File: src/rtl/z80fi_insn_recorder_pkg.sv
// Shared constants and types for the z80fi retirement record producer.
// Field widths, register-number encoding and the recorder state type.
package z80fi_insn_recorder_pkg;

    localparam int MAX_LEN_DEF = 4;
    localparam int BYTE_W      = 8;
    localparam int PC_W        = 16;
    localparam int LEN_W       = 3;
    localparam int REG_NUM_W   = 4;
    localparam int REG_DATA_W  = 16;

    // 8-bit registers use the Z80 r-field numbering; pairs are {2'b10, dd}.
    localparam logic [REG_NUM_W-1:0] REG_B  = 4'b0000;
    localparam logic [REG_NUM_W-1:0] REG_C  = 4'b0001;
    localparam logic [REG_NUM_W-1:0] REG_D  = 4'b0010;
    localparam logic [REG_NUM_W-1:0] REG_E  = 4'b0011;
    localparam logic [REG_NUM_W-1:0] REG_H  = 4'b0100;
    localparam logic [REG_NUM_W-1:0] REG_L  = 4'b0101;
    localparam logic [REG_NUM_W-1:0] REG_A  = 4'b0111;
    localparam logic [1:0]           REG_PAIR_PFX = 2'b10;
    localparam logic [REG_NUM_W-1:0] REG_BC = {REG_PAIR_PFX, 2'b00};
    localparam logic [REG_NUM_W-1:0] REG_DE = {REG_PAIR_PFX, 2'b01};
    localparam logic [REG_NUM_W-1:0] REG_HL = {REG_PAIR_PFX, 2'b10};
    localparam logic [REG_NUM_W-1:0] REG_SP = {REG_PAIR_PFX, 2'b11};

    typedef enum logic {
        ST_IDLE    = 1'b0,
        ST_COLLECT = 1'b1
    } rec_state_e;

    function automatic logic is_reg_pair(input logic [REG_NUM_W-1:0] num);
        return num[3:2] == REG_PAIR_PFX;
    endfunction

endpackage

File: src/rtl/z80fi_insn_recorder_if.sv
// Core-side observation signals and the retirement record they produce.
// Core signals are sampled on clk; the record fields hold until the next z80fi_valid.
interface z80fi_insn_recorder_if #(
    parameter int MAX_LEN = z80fi_insn_recorder_pkg::MAX_LEN_DEF
);
    import z80fi_insn_recorder_pkg::*;

    logic                    insn_start;
    logic [PC_W-1:0]         insn_pc;
    logic                    fetch_valid;
    logic [BYTE_W-1:0]       fetch_data;
    logic                    wb_valid;
    logic [REG_NUM_W-1:0]    wb_num;
    logic [REG_DATA_W-1:0]   wb_data;
    logic                    retire;

    logic                    z80fi_valid;
    logic [8*MAX_LEN-1:0]    z80fi_insn;
    logic [LEN_W-1:0]        z80fi_insn_len;
    logic [PC_W-1:0]         z80fi_pc_rdata;
    logic                    z80fi_reg_wr;
    logic [REG_NUM_W-1:0]    z80fi_reg_wnum;
    logic [REG_DATA_W-1:0]   z80fi_reg_wdata;
    logic                    rec_overflow;
    logic                    rec_error;
    rec_state_e              dbg_state;

    modport master (
        output insn_start, insn_pc, fetch_valid, fetch_data,
               wb_valid, wb_num, wb_data, retire,
        input  z80fi_valid, z80fi_insn, z80fi_insn_len, z80fi_pc_rdata,
               z80fi_reg_wr, z80fi_reg_wnum, z80fi_reg_wdata,
               rec_overflow, rec_error, dbg_state
    );

    modport slave (
        input  insn_start, insn_pc, fetch_valid, fetch_data,
               wb_valid, wb_num, wb_data, retire,
        output z80fi_valid, z80fi_insn, z80fi_insn_len, z80fi_pc_rdata,
               z80fi_reg_wr, z80fi_reg_wnum, z80fi_reg_wdata,
               rec_overflow, rec_error, dbg_state
    );

endinterface

File: src/rtl/z80fi_insn_recorder_byte_collector.sv
// Instruction byte buffer with saturating count and overflow flag.
// cur_* show the buffer including this cycle's byte, before any clear takes effect.
module z80fi_insn_recorder_byte_collector
    import z80fi_insn_recorder_pkg::*;
#(
    parameter int MAX_LEN = MAX_LEN_DEF
) (
    input  logic                            clk,
    input  logic                            reset_n,
    input  logic                            clear_i,
    input  logic                            push_i,
    input  logic                            in_retire_i,
    input  logic [BYTE_W-1:0]               data_i,
    output logic [MAX_LEN-1:0][BYTE_W-1:0]  cur_bytes_o,
    output logic [LEN_W-1:0]                cur_count_o,
    output logic                            cur_ovf_o
);

    logic [MAX_LEN-1:0][BYTE_W-1:0] bytes_q, bytes_d;
    logic [LEN_W-1:0]               count_q, count_d;
    logic                           ovf_q, ovf_d;
    logic                           push_old;
    logic                           push_new;

    // In a retire cycle the byte belongs to the retiring instruction, otherwise
    // a clear means it is byte 0 of the new one.
    assign push_old = push_i && (!clear_i || in_retire_i);
    assign push_new = push_i && clear_i && !in_retire_i;

    always_comb begin
        cur_bytes_o = bytes_q;
        cur_count_o = count_q;
        cur_ovf_o   = ovf_q;
        if (push_old) begin
            if (count_q == LEN_W'(MAX_LEN)) begin
                cur_ovf_o = 1'b1;
            end else begin
                for (int i = 0; i < MAX_LEN; i++) begin
                    if (count_q == LEN_W'(i)) begin
                        cur_bytes_o[i] = data_i;
                    end
                end
                cur_count_o = count_q + LEN_W'(1);
            end
        end

        bytes_d = cur_bytes_o;
        count_d = cur_count_o;
        ovf_d   = cur_ovf_o;
        if (clear_i) begin
            bytes_d = '0;
            count_d = '0;
            ovf_d   = 1'b0;
            if (push_new) begin
                bytes_d[0] = data_i;
                count_d    = LEN_W'(1);
            end
        end
    end

    always_ff @(posedge clk or negedge reset_n) begin
        if (!reset_n) begin
            bytes_q <= '0;
            count_q <= '0;
            ovf_q   <= 1'b0;
        end else begin
            bytes_q <= bytes_d;
            count_q <= count_d;
            ovf_q   <= ovf_d;
        end
    end

endmodule

File: src/rtl/z80fi_insn_recorder.sv
// Assembles one z80fi retirement record per instruction from core boundary,
// fetch and writeback events, and strobes it out one cycle after retire.
module z80fi_insn_recorder
    import z80fi_insn_recorder_pkg::*;
#(
    parameter int MAX_LEN = MAX_LEN_DEF
) (
    input  logic                 clk,
    input  logic                 reset_n,
    z80fi_insn_recorder_if.slave bus
);

    rec_state_e                     state_q, state_d;
    logic [PC_W-1:0]                pc_q, pc_d;
    logic                           wr_pend_q, wr_pend_d;
    logic [REG_NUM_W-1:0]           wnum_q, wnum_d;
    logic [REG_DATA_W-1:0]          wdata_q, wdata_d;
    logic                           err_q, err_d;

    logic                           out_valid_q, out_valid_d;
    logic [MAX_LEN-1:0][BYTE_W-1:0] out_insn_q, out_insn_d;
    logic [LEN_W-1:0]               out_len_q, out_len_d;
    logic [PC_W-1:0]                out_pc_q, out_pc_d;
    logic                           out_wr_q, out_wr_d;
    logic [REG_NUM_W-1:0]           out_wnum_q, out_wnum_d;
    logic [REG_DATA_W-1:0]          out_wdata_q, out_wdata_d;
    logic                           out_ovf_q, out_ovf_d;

    logic                           in_collect;
    logic                           do_retire;
    logic                           push;
    logic [MAX_LEN-1:0][BYTE_W-1:0] cur_bytes;
    logic [LEN_W-1:0]               cur_count;
    logic                           cur_ovf;

    assign in_collect = (state_q == ST_COLLECT);
    assign do_retire  = bus.retire && in_collect;
    assign push       = bus.fetch_valid && (in_collect || bus.insn_start);

    z80fi_insn_recorder_byte_collector #(.MAX_LEN(MAX_LEN)) u_bytes (
        .clk         (clk),
        .reset_n     (reset_n),
        .clear_i     (bus.insn_start),
        .push_i      (push),
        .in_retire_i (do_retire),
        .data_i      (bus.fetch_data),
        .cur_bytes_o (cur_bytes),
        .cur_count_o (cur_count),
        .cur_ovf_o   (cur_ovf)
    );

    always_comb begin
        state_d     = state_q;
        pc_d        = pc_q;
        wr_pend_d   = wr_pend_q;
        wnum_d      = wnum_q;
        wdata_d     = wdata_q;
        err_d       = err_q;
        out_valid_d = 1'b0;
        out_insn_d  = out_insn_q;
        out_len_d   = out_len_q;
        out_pc_d    = out_pc_q;
        out_wr_d    = out_wr_q;
        out_wnum_d  = out_wnum_q;
        out_wdata_d = out_wdata_q;
        out_ovf_d   = out_ovf_q;

        if (bus.wb_valid && in_collect) begin
            wr_pend_d = 1'b1;
            wnum_d    = bus.wb_num;
            wdata_d   = bus.wb_data;
        end

        // The record sees the writeback state including this cycle's wb.
        if (do_retire) begin
            if (cur_count != '0) begin
                out_valid_d = 1'b1;
                out_insn_d  = cur_bytes;
                out_len_d   = cur_count;
                out_pc_d    = pc_q;
                out_ovf_d   = cur_ovf;
                out_wr_d    = wr_pend_d;
                out_wnum_d  = wr_pend_d ? wnum_d  : '0;
                out_wdata_d = wr_pend_d ? wdata_d : '0;
            end else begin
                err_d = 1'b1;
            end
        end

        if (bus.insn_start) begin
            state_d   = ST_COLLECT;
            pc_d      = bus.insn_pc;
            wr_pend_d = 1'b0;
        end else if (do_retire) begin
            state_d   = ST_IDLE;
        end

        if (bus.retire && !in_collect)                        err_d = 1'b1;
        if (bus.insn_start && in_collect && !bus.retire)      err_d = 1'b1;
        if (bus.fetch_valid && !in_collect && !bus.insn_start) err_d = 1'b1;
        if (bus.wb_valid && !in_collect)                      err_d = 1'b1;
    end

    always_ff @(posedge clk or negedge reset_n) begin
        if (!reset_n) begin
            state_q     <= ST_IDLE;
            pc_q        <= '0;
            wr_pend_q   <= 1'b0;
            wnum_q      <= '0;
            wdata_q     <= '0;
            err_q       <= 1'b0;
            out_valid_q <= 1'b0;
            out_insn_q  <= '0;
            out_len_q   <= '0;
            out_pc_q    <= '0;
            out_wr_q    <= 1'b0;
            out_wnum_q  <= '0;
            out_wdata_q <= '0;
            out_ovf_q   <= 1'b0;
        end else begin
            state_q     <= state_d;
            pc_q        <= pc_d;
            wr_pend_q   <= wr_pend_d;
            wnum_q      <= wnum_d;
            wdata_q     <= wdata_d;
            err_q       <= err_d;
            out_valid_q <= out_valid_d;
            out_insn_q  <= out_insn_d;
            out_len_q   <= out_len_d;
            out_pc_q    <= out_pc_d;
            out_wr_q    <= out_wr_d;
            out_wnum_q  <= out_wnum_d;
            out_wdata_q <= out_wdata_d;
            out_ovf_q   <= out_ovf_d;
        end
    end

    assign bus.z80fi_valid     = out_valid_q;
    assign bus.z80fi_insn      = out_insn_q;
    assign bus.z80fi_insn_len  = out_len_q;
    assign bus.z80fi_pc_rdata  = out_pc_q;
    assign bus.z80fi_reg_wr    = out_wr_q;
    assign bus.z80fi_reg_wnum  = out_wnum_q;
    assign bus.z80fi_reg_wdata = out_wdata_q;
    assign bus.rec_overflow    = out_ovf_q;
    assign bus.rec_error       = err_q;
    assign bus.dbg_state       = state_q;

endmodule

File: src/flat_wrapper.sv
// flat-port wrapper written by rule: the top's interface ports become plain ports
module z80fi_insn_recorder_flat import z80fi_insn_recorder_pkg::*;
#(
    parameter int MAX_LEN = MAX_LEN_DEF
)
  (clk, reset_n, bus_insn_start, bus_insn_pc, bus_fetch_valid, bus_fetch_data, bus_wb_valid, bus_wb_num, bus_wb_data, bus_retire, bus_z80fi_valid, bus_z80fi_insn, bus_z80fi_insn_len, bus_z80fi_pc_rdata, bus_z80fi_reg_wr, bus_z80fi_reg_wnum, bus_z80fi_reg_wdata, bus_rec_overflow, bus_rec_error, bus_dbg_state);
  z80fi_insn_recorder_if #(.MAX_LEN(MAX_LEN)) bus_i ();
  input  logic clk;
  input  logic reset_n;
  input wire logic [$bits(bus_i.insn_start)-1:0] bus_insn_start;
  input wire logic [$bits(bus_i.insn_pc)-1:0] bus_insn_pc;
  input wire logic [$bits(bus_i.fetch_valid)-1:0] bus_fetch_valid;
  input wire logic [$bits(bus_i.fetch_data)-1:0] bus_fetch_data;
  input wire logic [$bits(bus_i.wb_valid)-1:0] bus_wb_valid;
  input wire logic [$bits(bus_i.wb_num)-1:0] bus_wb_num;
  input wire logic [$bits(bus_i.wb_data)-1:0] bus_wb_data;
  input wire logic [$bits(bus_i.retire)-1:0] bus_retire;
  output wire logic [$bits(bus_i.z80fi_valid)-1:0] bus_z80fi_valid;
  output wire logic [$bits(bus_i.z80fi_insn)-1:0] bus_z80fi_insn;
  output wire logic [$bits(bus_i.z80fi_insn_len)-1:0] bus_z80fi_insn_len;
  output wire logic [$bits(bus_i.z80fi_pc_rdata)-1:0] bus_z80fi_pc_rdata;
  output wire logic [$bits(bus_i.z80fi_reg_wr)-1:0] bus_z80fi_reg_wr;
  output wire logic [$bits(bus_i.z80fi_reg_wnum)-1:0] bus_z80fi_reg_wnum;
  output wire logic [$bits(bus_i.z80fi_reg_wdata)-1:0] bus_z80fi_reg_wdata;
  output wire logic [$bits(bus_i.rec_overflow)-1:0] bus_rec_overflow;
  output wire logic [$bits(bus_i.rec_error)-1:0] bus_rec_error;
  output wire logic [$bits(bus_i.dbg_state)-1:0] bus_dbg_state;
  assign bus_i.insn_start = bus_insn_start;
  assign bus_i.insn_pc = bus_insn_pc;
  assign bus_i.fetch_valid = bus_fetch_valid;
  assign bus_i.fetch_data = bus_fetch_data;
  assign bus_i.wb_valid = bus_wb_valid;
  assign bus_i.wb_num = bus_wb_num;
  assign bus_i.wb_data = bus_wb_data;
  assign bus_i.retire = bus_retire;
  assign bus_z80fi_valid = bus_i.z80fi_valid;
  assign bus_z80fi_insn = bus_i.z80fi_insn;
  assign bus_z80fi_insn_len = bus_i.z80fi_insn_len;
  assign bus_z80fi_pc_rdata = bus_i.z80fi_pc_rdata;
  assign bus_z80fi_reg_wr = bus_i.z80fi_reg_wr;
  assign bus_z80fi_reg_wnum = bus_i.z80fi_reg_wnum;
  assign bus_z80fi_reg_wdata = bus_i.z80fi_reg_wdata;
  assign bus_rec_overflow = bus_i.rec_overflow;
  assign bus_rec_error = bus_i.rec_error;
  assign bus_dbg_state = bus_i.dbg_state;
  z80fi_insn_recorder #(.MAX_LEN(MAX_LEN)) u_core (.clk(clk), .reset_n(reset_n), .bus(bus_i));
endmodule
File: config.mk
export PLATFORM = sky130hd
export DESIGN_NAME = z80fi_insn_recorder_flat
export DESIGN_NICKNAME = d
export VERILOG_FILES = /design/src/rtl/z80fi_insn_recorder_pkg.sv /design/src/rtl/z80fi_insn_recorder_if.sv /design/src/rtl/z80fi_insn_recorder_byte_collector.sv /design/src/rtl/z80fi_insn_recorder.sv /design/src/flat_wrapper.sv
export SDC_FILE = /design/constraint.sdc
export NUM_CORES = 1
export LEC_CHECK = 0
export ABC_AREA = 1
export BUFFER_PORTS_ARGS = -buffer_cell sky130_fd_sc_hd__buf_2
export CAP_MARGIN = 40
export CORE_MARGIN = 2
export CORE_UTILIZATION = 47
export CTS_CLUSTER_DIAMETER = 200
export CTS_CLUSTER_SIZE = 10
export DETAILED_ROUTE_END_ITERATION = 7
export GPL_ROUTABILITY_DRIVEN = 0
export PLACE_DENSITY = 0.71
export SYNTH_ARGS = -nofsm -noshare
export SYNTH_HDL_FRONTEND = slang
export SYNTH_SLANG_ARGS = --single-unit
File: constraint.sdc
create_clock -name clk -period 2.3 [get_ports clk]
set_input_delay 0.46 -clock clk [delete_from_list [all_inputs] [get_ports clk]]
set_output_delay 0.46 -clock clk [all_outputs]
set_load 0.005 [all_outputs]
==> flow_metrics.py, run 1 <==
metrics = {
    "timing": {
        "grt_setup_unrepaired": "false",
        "hold_viol_final": 0,
        "setup_viol": 0,
        "skew_ps": 5.26,
        "fmax_ghz": 0.479,
        "setup_tns_ps": 0,
        "worst_slew_pin_slew_ps": 576,
        "slew_viol_final": 0,
        "maxSlewHeadroom_pct": 61.5,
        "period_needed_ps": 2090,
        "post-route-period-util_pct": 90.8,
        "final.setup.worst_slack_ps": 211,
        "whs_ps": 241,
    },
    "placement": {
        "place_area_um2": 7190,
        "dpl.cell_count": 1017,
        "dp_hpwl_um": 9470,
        "portBuffers": 125,
        "place_ws_ps": 215,
    },
    "worst_setup_path": {
        "ff2ff_setup_slack_ps": 210,
        "worst-path-stages": 11,
        "crit_buf_inv": 2,
        "path_class": "flop to flop",
        "reg2regPathDepth": 11,
        "reg2reg_from": "u_core.u_bytes.count_q[0]",
        "crit_path_cell_trace": "ha_1 > ha_1 > inv_1 > a21oi_1 > nand3_1 > nand2_1 > nand3_2 > nand2_2 > buf_12 > nand2_1 > nand2_1",
        "startpoint_type": "flop",
        "slowest_delay_ps": 410,
        "required_ps": 2650,
        "crit_family": "simple AND/OR/NAND/NOR gates",
        "critical_path.endpoint": "u_core.bus.z80fi_insn[1]",
        "end_kind": "flop",
        "timing.critical_path.from": "u_core.u_bytes.count_q[0]",
        "worst_r2r_endpoint": "u_core.bus.z80fi_insn[1]",
        "cpMostUsedCell": "nand2_1",
        "cp_max_fo": 38,
        "timing.critical_path.slowest_stage_cell": "dfrtp_1",
        "arrival_ps": 2440,
    },
    "grt": {
        "grt_pass1_vias": 5013,
        "grt_antenna_before_repair": 0,
        "grt.total_usage_pct": 21.7,
        "grt_pass1_wl_um": 24900,
        "grt_max_degree": 74,
        "gr-total-overflow": 0,
    },
    "floorplanning": {
        "rows": 42,
        "coreArea_um2": 13200,
        "initial_utilization_pct": 48.2,
        "fp.dieW_um": 120,
        "dieHeight_um": 120,
        "io_pins": 126,
        "dieArea_um2": 14500,
    },
    "logic_synthesis": {
        "syn_area_um2": 6380,
        "yosysWarnings": 0,
        "syn_nets": 797,
        "ys_types": 21,
        "ys_seq_area_share_pct": 58.5,
        "synth_cells": 742,
        "synth_seq_cells": 149,
        "syn_avg_cell_area_um2": 8.60,
    },
    "finish": {
        "nets": 916,
        "area_growth_pct": 21.7,
        "drive_gt1_share_pct": 22.7,
        "seqCellArea_um2": 3730,
        "fillers": 1217,
        "multi_input_area_um2": 2260,
        "final_common_cell": "nand2_1",
        "instances_no_fill": 1050,
        "antenna_cells": 0,
        "mostFrequentLayoutCells": "nand2_1 (274), dfrtp_1 (149), buf_2 (124), nand3_1 (78), o21ai_0 (62)",
        "stdcell_area_um2": 7760,
        "post-route-util_pct": 58.6,
    },
    "routing": {
        "first_pass_iters": 5,
        "drtAntennaViolNets": 0,
        "wire_per_inst_um": 14.0,
        "finalWirelength_um": 14700,
        "via_per_inst": 4.92,
        "drtIter0Drc": 335,
        "drc": 0,
        "vias": 5163,
    },
    "pwr": {
        "power.total_mw": 6.88,
        "power_density_nw_per_um2": 887,
        "ir_drop_mv": 0.515,
        "power_leakage_nw": 4.32,
    },
    "run": {
        "max_cap_violations": 0,
    },
    "clock_tree": {
        "clock_sinks": 149,
        "path_clk_slew_ps": 60,
        "cts_tree": "done",
        "cts_root_buffer": "clkbuf_16",
        "cts_buffer_depth": 2,
        "clock_latency_ps": 420,
        "cts_made_buffers": 17,
        "cts_setup_buffers": 0,
        "htree_levels": 4,
    },
    "run_status": {
        "status": "complete, no violations",
    },
    "worst_hold_path": {
        "worstHoldPathType": "primary input to flop",
    },
}
state kept, by name, indices dropped and copies added, names as in the netlist:
register                    flops
u_core.bus.z80fi_insn          32
u_core.u_bytes.bytes_q         32
u_core.bus.z80fi_pc_rdata      16
u_core.bus.z80fi_reg_wdata     16
u_core.pc_q                    16
u_core.wdata_q                 16
u_core.bus.z80fi_reg_wnum       4
u_core.wnum_q                   4
u_core.bus.z80fi_insn_len       3
u_core.u_bytes.count_q          3
u_core.bus.dbg_state            1
u_core.bus.rec_error            1
u_core.bus.rec_overflow         1
u_core.bus.z80fi_reg_wr         1
u_core.bus.z80fi_valid          1
u_core.u_bytes.ovf_q            1
u_core.wr_pend_q                1
cell usage after synthesis:
cell type | instances | share of area (%)
o21bai_1 | 1 | 0.12
o31ai_1 | 1 | 0.12
a21oi_1 | 1 | 0.078
buf_2 | 5 | 0.39
nor2_1 | 29 | 1.7
nor2_4 | 1 | 0.18
nor2_2 | 1 | 0.098
inv_1 | 47 | 2.8
buf_6 | 7 | 1.2
nand3b_1 | 1 | 0.12
nand3_1 | 78 | 6.1
dfrtp_1 | 149 | 58
nor3_1 | 1 | 0.078
o21ai_0 | 63 | 4.9
nand2_1 | 275 | 16
clkbuf_1 | 30 | 1.8
or2_2 | 20 | 2.0
nand3_2 | 1 | 0.16
and2_1 | 24 | 2.4
nand2_2 | 2 | 0.20
ha_1 | 5 | 0.98
report_power, final:
group          internal (mW)  switching (mW)  total (mW)  leakage [nW]
Sequential              2.96           0.172        3.13          1.92
Combinational          0.450           0.681        1.13          2.12
Clock                   1.59            1.03        2.62         0.282
how the worst min path moves through the flow:
stage | slack [ps] | to | start | cells after the start
after global routing | 230 | u_core.pc_q[9] | bus_insn_pc[9] | 3
after floorplan | 160 | u_core.bus.dbg_state | reset_n | 0
after CTS | 230 | u_core.pc_q[4] | bus_insn_pc[4] | 3
final | 240 | u_core.pc_q[6] | bus_insn_pc[6] | 3
after detailed placement | 450 | u_core.bus.z80fi_insn[18] | reset_n | 1
after global placement | 450 | u_core.bus.z80fi_insn[18] | reset_n | 1
routing by layer:
metal / up-vias / global-route usage [%] / wire length, um
li1: 2565 / - / -
met1: 2433 / 29.4 / 6640
met2: 147 / 33.5 / 6950
met3: 18 / 6.98 / 914
met4: 0 / 6.69 / 229
met5: - / 0 / 0
cell families after synthesis:
group           after synthesis  share of synthesized area [%]
buf+inv                      89                           6.16
fa+ha+maj                     5                          0.981
simple gates                433                           29.1
compound gates               66                           5.26
flops                       149                           58.5
timing repair:
| action | in CTS | in global routing |
|---|---|---|
| hold buffers | 1 | 0 |
| gates resized for setup | 0 | 1 |
| endpoints found under the setup margin | 0 | 1 |
| hold endpoints to repair | 2 | 0 |
worst min-delay path, stage by stage:
cell,delay (ps)
buf_2,70
nand2_1,40
nand2_1,50
area by class of cell:
cell class / instances / area share [%]
Clock buffer: 23 / 6.29
Clock inverter: 9 / 0.983
Inverter: 47 / 2.27
Multi-Input combinational cell: 504 / 29.1
Sequential cell: 149 / 48.0
Tap cell: 176 / 2.84
Timing Repair Buffer: 142 / 10.5
Note: power is estimated with default switching activity, not from simulation.
==> run 2: changes to the inputs <==
- MAX_ROUTING_LAYER: not set -> met4
- PLACE_DENSITY: 0.71 -> 0.7
- SYNTH_HIERARCHICAL: not set -> 1
==> flow_metrics.py, run 2 <==
metrics = {
    "floorplanning": {
        "dieHeight_um": 122,
        "rows": 43,
        "dieArea_um2": 15000,
        "fp.dieW_um": 122,
        "initial_utilization_pct": 47.8,
        "coreArea_um2": 13800,
        "io_pins": 126,
    },
    "finish": {
        "post-route-util_pct": 58.4,
        "drive_gt1_share_pct": 22.1,
        "instances_no_fill": 1098,
        "stdcell_area_um2": 8050,
        "final_common_cell": "nand2_1",
        "area_growth_pct": 22.4,
        "mostFrequentLayoutCells": "nand2_1 (246), dfrtp_1 (149), buf_2 (124), inv_1 (121), nand3_1 (61)",
        "nets": 961,
        "antenna_cells": 0,
        "fillers": 1289,
    },
    "logic_synthesis": {
        "synth_seq_cells": 149,
        "ys_types": 24,
        "synth_area_leaders": "dfrtp_1 (57%), nand2_1 (14%), inv_1 (6.9%), nand3_1 (4.6%), o21ai_1 (2.8%)",
        "synth.most_common_cell": "nand2_1",
        "synth_common_cells": "nand2_1 (247), dfrtp_1 (149), inv_1 (121)",
        "async_reset_ff_share_pct": 100,
        "yosysWarnings": 6,
        "synth_cells": 778,
        "syn_avg_cell_area_um2": 8.45,
        "ys_seq_area_share_pct": 56.7,
        "synth_edf_count": 0,
        "synth_ff_type": "dfrtp_1",
        "syn_nets": 833,
        "syn_area_um2": 6580,
        "synth_top_area_share_pct": 56.7,
        "yosys.area.top_type": "dfrtp_1",
    },
    "timing": {
        "maxSlewHeadroom_pct": 64.2,
        "grt_setup_unrepaired": "false",
        "hold_viol_final": 8,
        "post-route-period-util_pct": 88.8,
        "period_needed_ps": 2040,
        "whs_ps": -6.12,
        "slew_viol_final": 0,
        "skew_ps": 6.66,
        "worst_slew_pin_slew_ps": 538,
        "setup_viol": 0,
        "fmax_ghz": 0.490,
    },
    "worst_setup_path": {
        "arrival_ps": 2340,
        "slowest_delay_ps": 410,
        "path_class": "flop to flop",
        "required_ps": 2600,
        "timing.critical_path.slowest_stage_cell": "dfrtp_1",
        "crit_path_cell_trace": "inv_1 > ha_1 > nand2_2 > inv_1 > o21ai_0 > and2_1 > inv_1 > nand3_1 > nand2_4 > buf_6 > nand2_1 > o21ai_1",
        "cpMostUsedCell": "inv_1",
        "startpoint_type": "flop",
        "cp_max_fo": 32,
        "end_kind": "flop",
    },
    "placement": {
        "dp_hpwl_um": 10100,
        "place_area_um2": 7460,
        "dpl.cell_count": 1067,
        "portBuffers": 125,
    },
    "worst_hold_path": {
        "worstHoldPathType": "primary input to async pin",
    },
    "routing": {
        "drtAntennaViolNets": 0,
        "finalWirelength_um": 14900,
        "via_per_inst": 4.74,
        "wl_met3_um": 727,
        "first_pass_iters": 4,
        "dr_wl_met2_um": 7240,
        "vias": 5208,
        "met1Wirelength_um": 6710,
        "highest_layer": "met4",
        "wire_per_inst_um": 13.6,
        "drtIter0Drc": 265,
        "drc": 0,
    },
    "clock_tree": {
        "cts_made_buffers": 17,
        "cts_buffer_depth": 2,
        "ctsHoldBuffers": 0,
        "cts_resized": 0,
        "htree_levels": 4,
        "cts_tree": "done",
        "cts_setup_buffers": 0,
        "clock_latency_ps": 420,
        "path_clk_slew_ps": 60,
        "clock_sinks": 149,
        "cts_root_buffer": "clkbuf_16",
    },
    "pwr": {
        "power_leakage_nw": 4.63,
        "power_density_nw_per_um2": 898,
        "ir_drop_mv": 0.580,
        "power.total_mw": 7.23,
    },
    "grt": {
        "grt_pass1_wl_um": 24600,
        "gr-total-overflow": 0,
        "grt_antenna_before_repair": 0,
        "grt_max_degree": 57,
        "grt_pass1_vias": 5085,
        "grt.total_usage_pct": 22.0,
    },
    "run_status": {
        "violations": "negative hold slack",
        "status": "finished, violations left",
    },
    "run": {
        "max_cap_violations": 0,
    },
}
-- run 2: cell type report --
type                            count  area (um2)  area share (%)
Multi-Input combinational cell    468        2190            27.2
Tap cell                          180         225            2.80
Timing Repair Buffer              145         848            10.5
Sequential cell                   149        3730            46.3
Clock inverter                      8        98.8            1.23
Clock buffer                       23         488            6.06
Inverter                          125         469            5.83
-- run 2: report_power, final --
part | total [mW] | internal [mW] | leakage [nW] | switching (mW)
Combinational | 1.29 | 0.549 | 2.44 | 0.741
Sequential | 3.21 | 3.02 | 1.90 | 0.190
Clock | 2.73 | 1.70 | 0.285 | 1.03
-- run 2: per-layer routing --
layer  track usage, %  up-vias
li1                 -     2630
met2             36.0      132
met1             27.2     2431
met5                -        -
met3             4.83       15
met4             7.33        0
-- run 2: logic make-up after synthesis --
| kind of cell | after synthesis | share of synthesized area (%) |
|---|---|---|
| and+or+nand+nor | 382 | 24.9 |
| DFF | 149 | 56.7 |
| adders and majority gates | 5 | 0.951 |
| AOI/OAI and AO/OA | 81 | 7.13 |
| buffers and inverters | 161 | 10.3 |
-- run 2: worst paths after layout --
| kind | from | end | slack, ps | cells past startpoint |
|---|---|---|---|---|
| min in group clk | bus_insn_pc[12] | u_core/pc_q[12] | 240 | 3 |
| setup / recovery | u_core/u_bytes/count_q[0] | u_core/bus.z80fi_reg_wnum[0] | 260 | 12 |
| hold reg to reg | u_core/bus.z80fi_insn[22] | u_core/bus.z80fi_insn[22] | 470 | 2 |
| max in group asynchronous | reset_n | u_core/bus.z80fi_insn[26] | 1640 | 2 |
| setup reg to reg | u_core/u_bytes/count_q[0] | u_core/bus.z80fi_reg_wnum[0] | 260 | 12 |
| hold / removal | reset_n | u_core/bus.z80fi_pc_rdata[9] | -6 | 1 |
-- run 2: stage by stage --
stage	TNS [ps]	setup WS [ps]	hold slack, ps
finish	0	257	-6.12
global route	0	34.7	25.5
CTS	0	91.6	3.24
detailed placement	-6.30	-6.30	461
global placement	0	73.0	460
floorplan	0	79.7	164
-- run 2: critical path, delay by kind of cell, from the launching register on --
| kind | cells | cell delay [ps] |
|---|---|---|
| and+or+nand+nor | 5 | 590 |
| buffers and inverters | 4 | 430 |
| DFF | 1 | 410 |
| AOI/OAI and AO/OA | 2 | 260 |
| adders and majority gates | 1 | 230 |
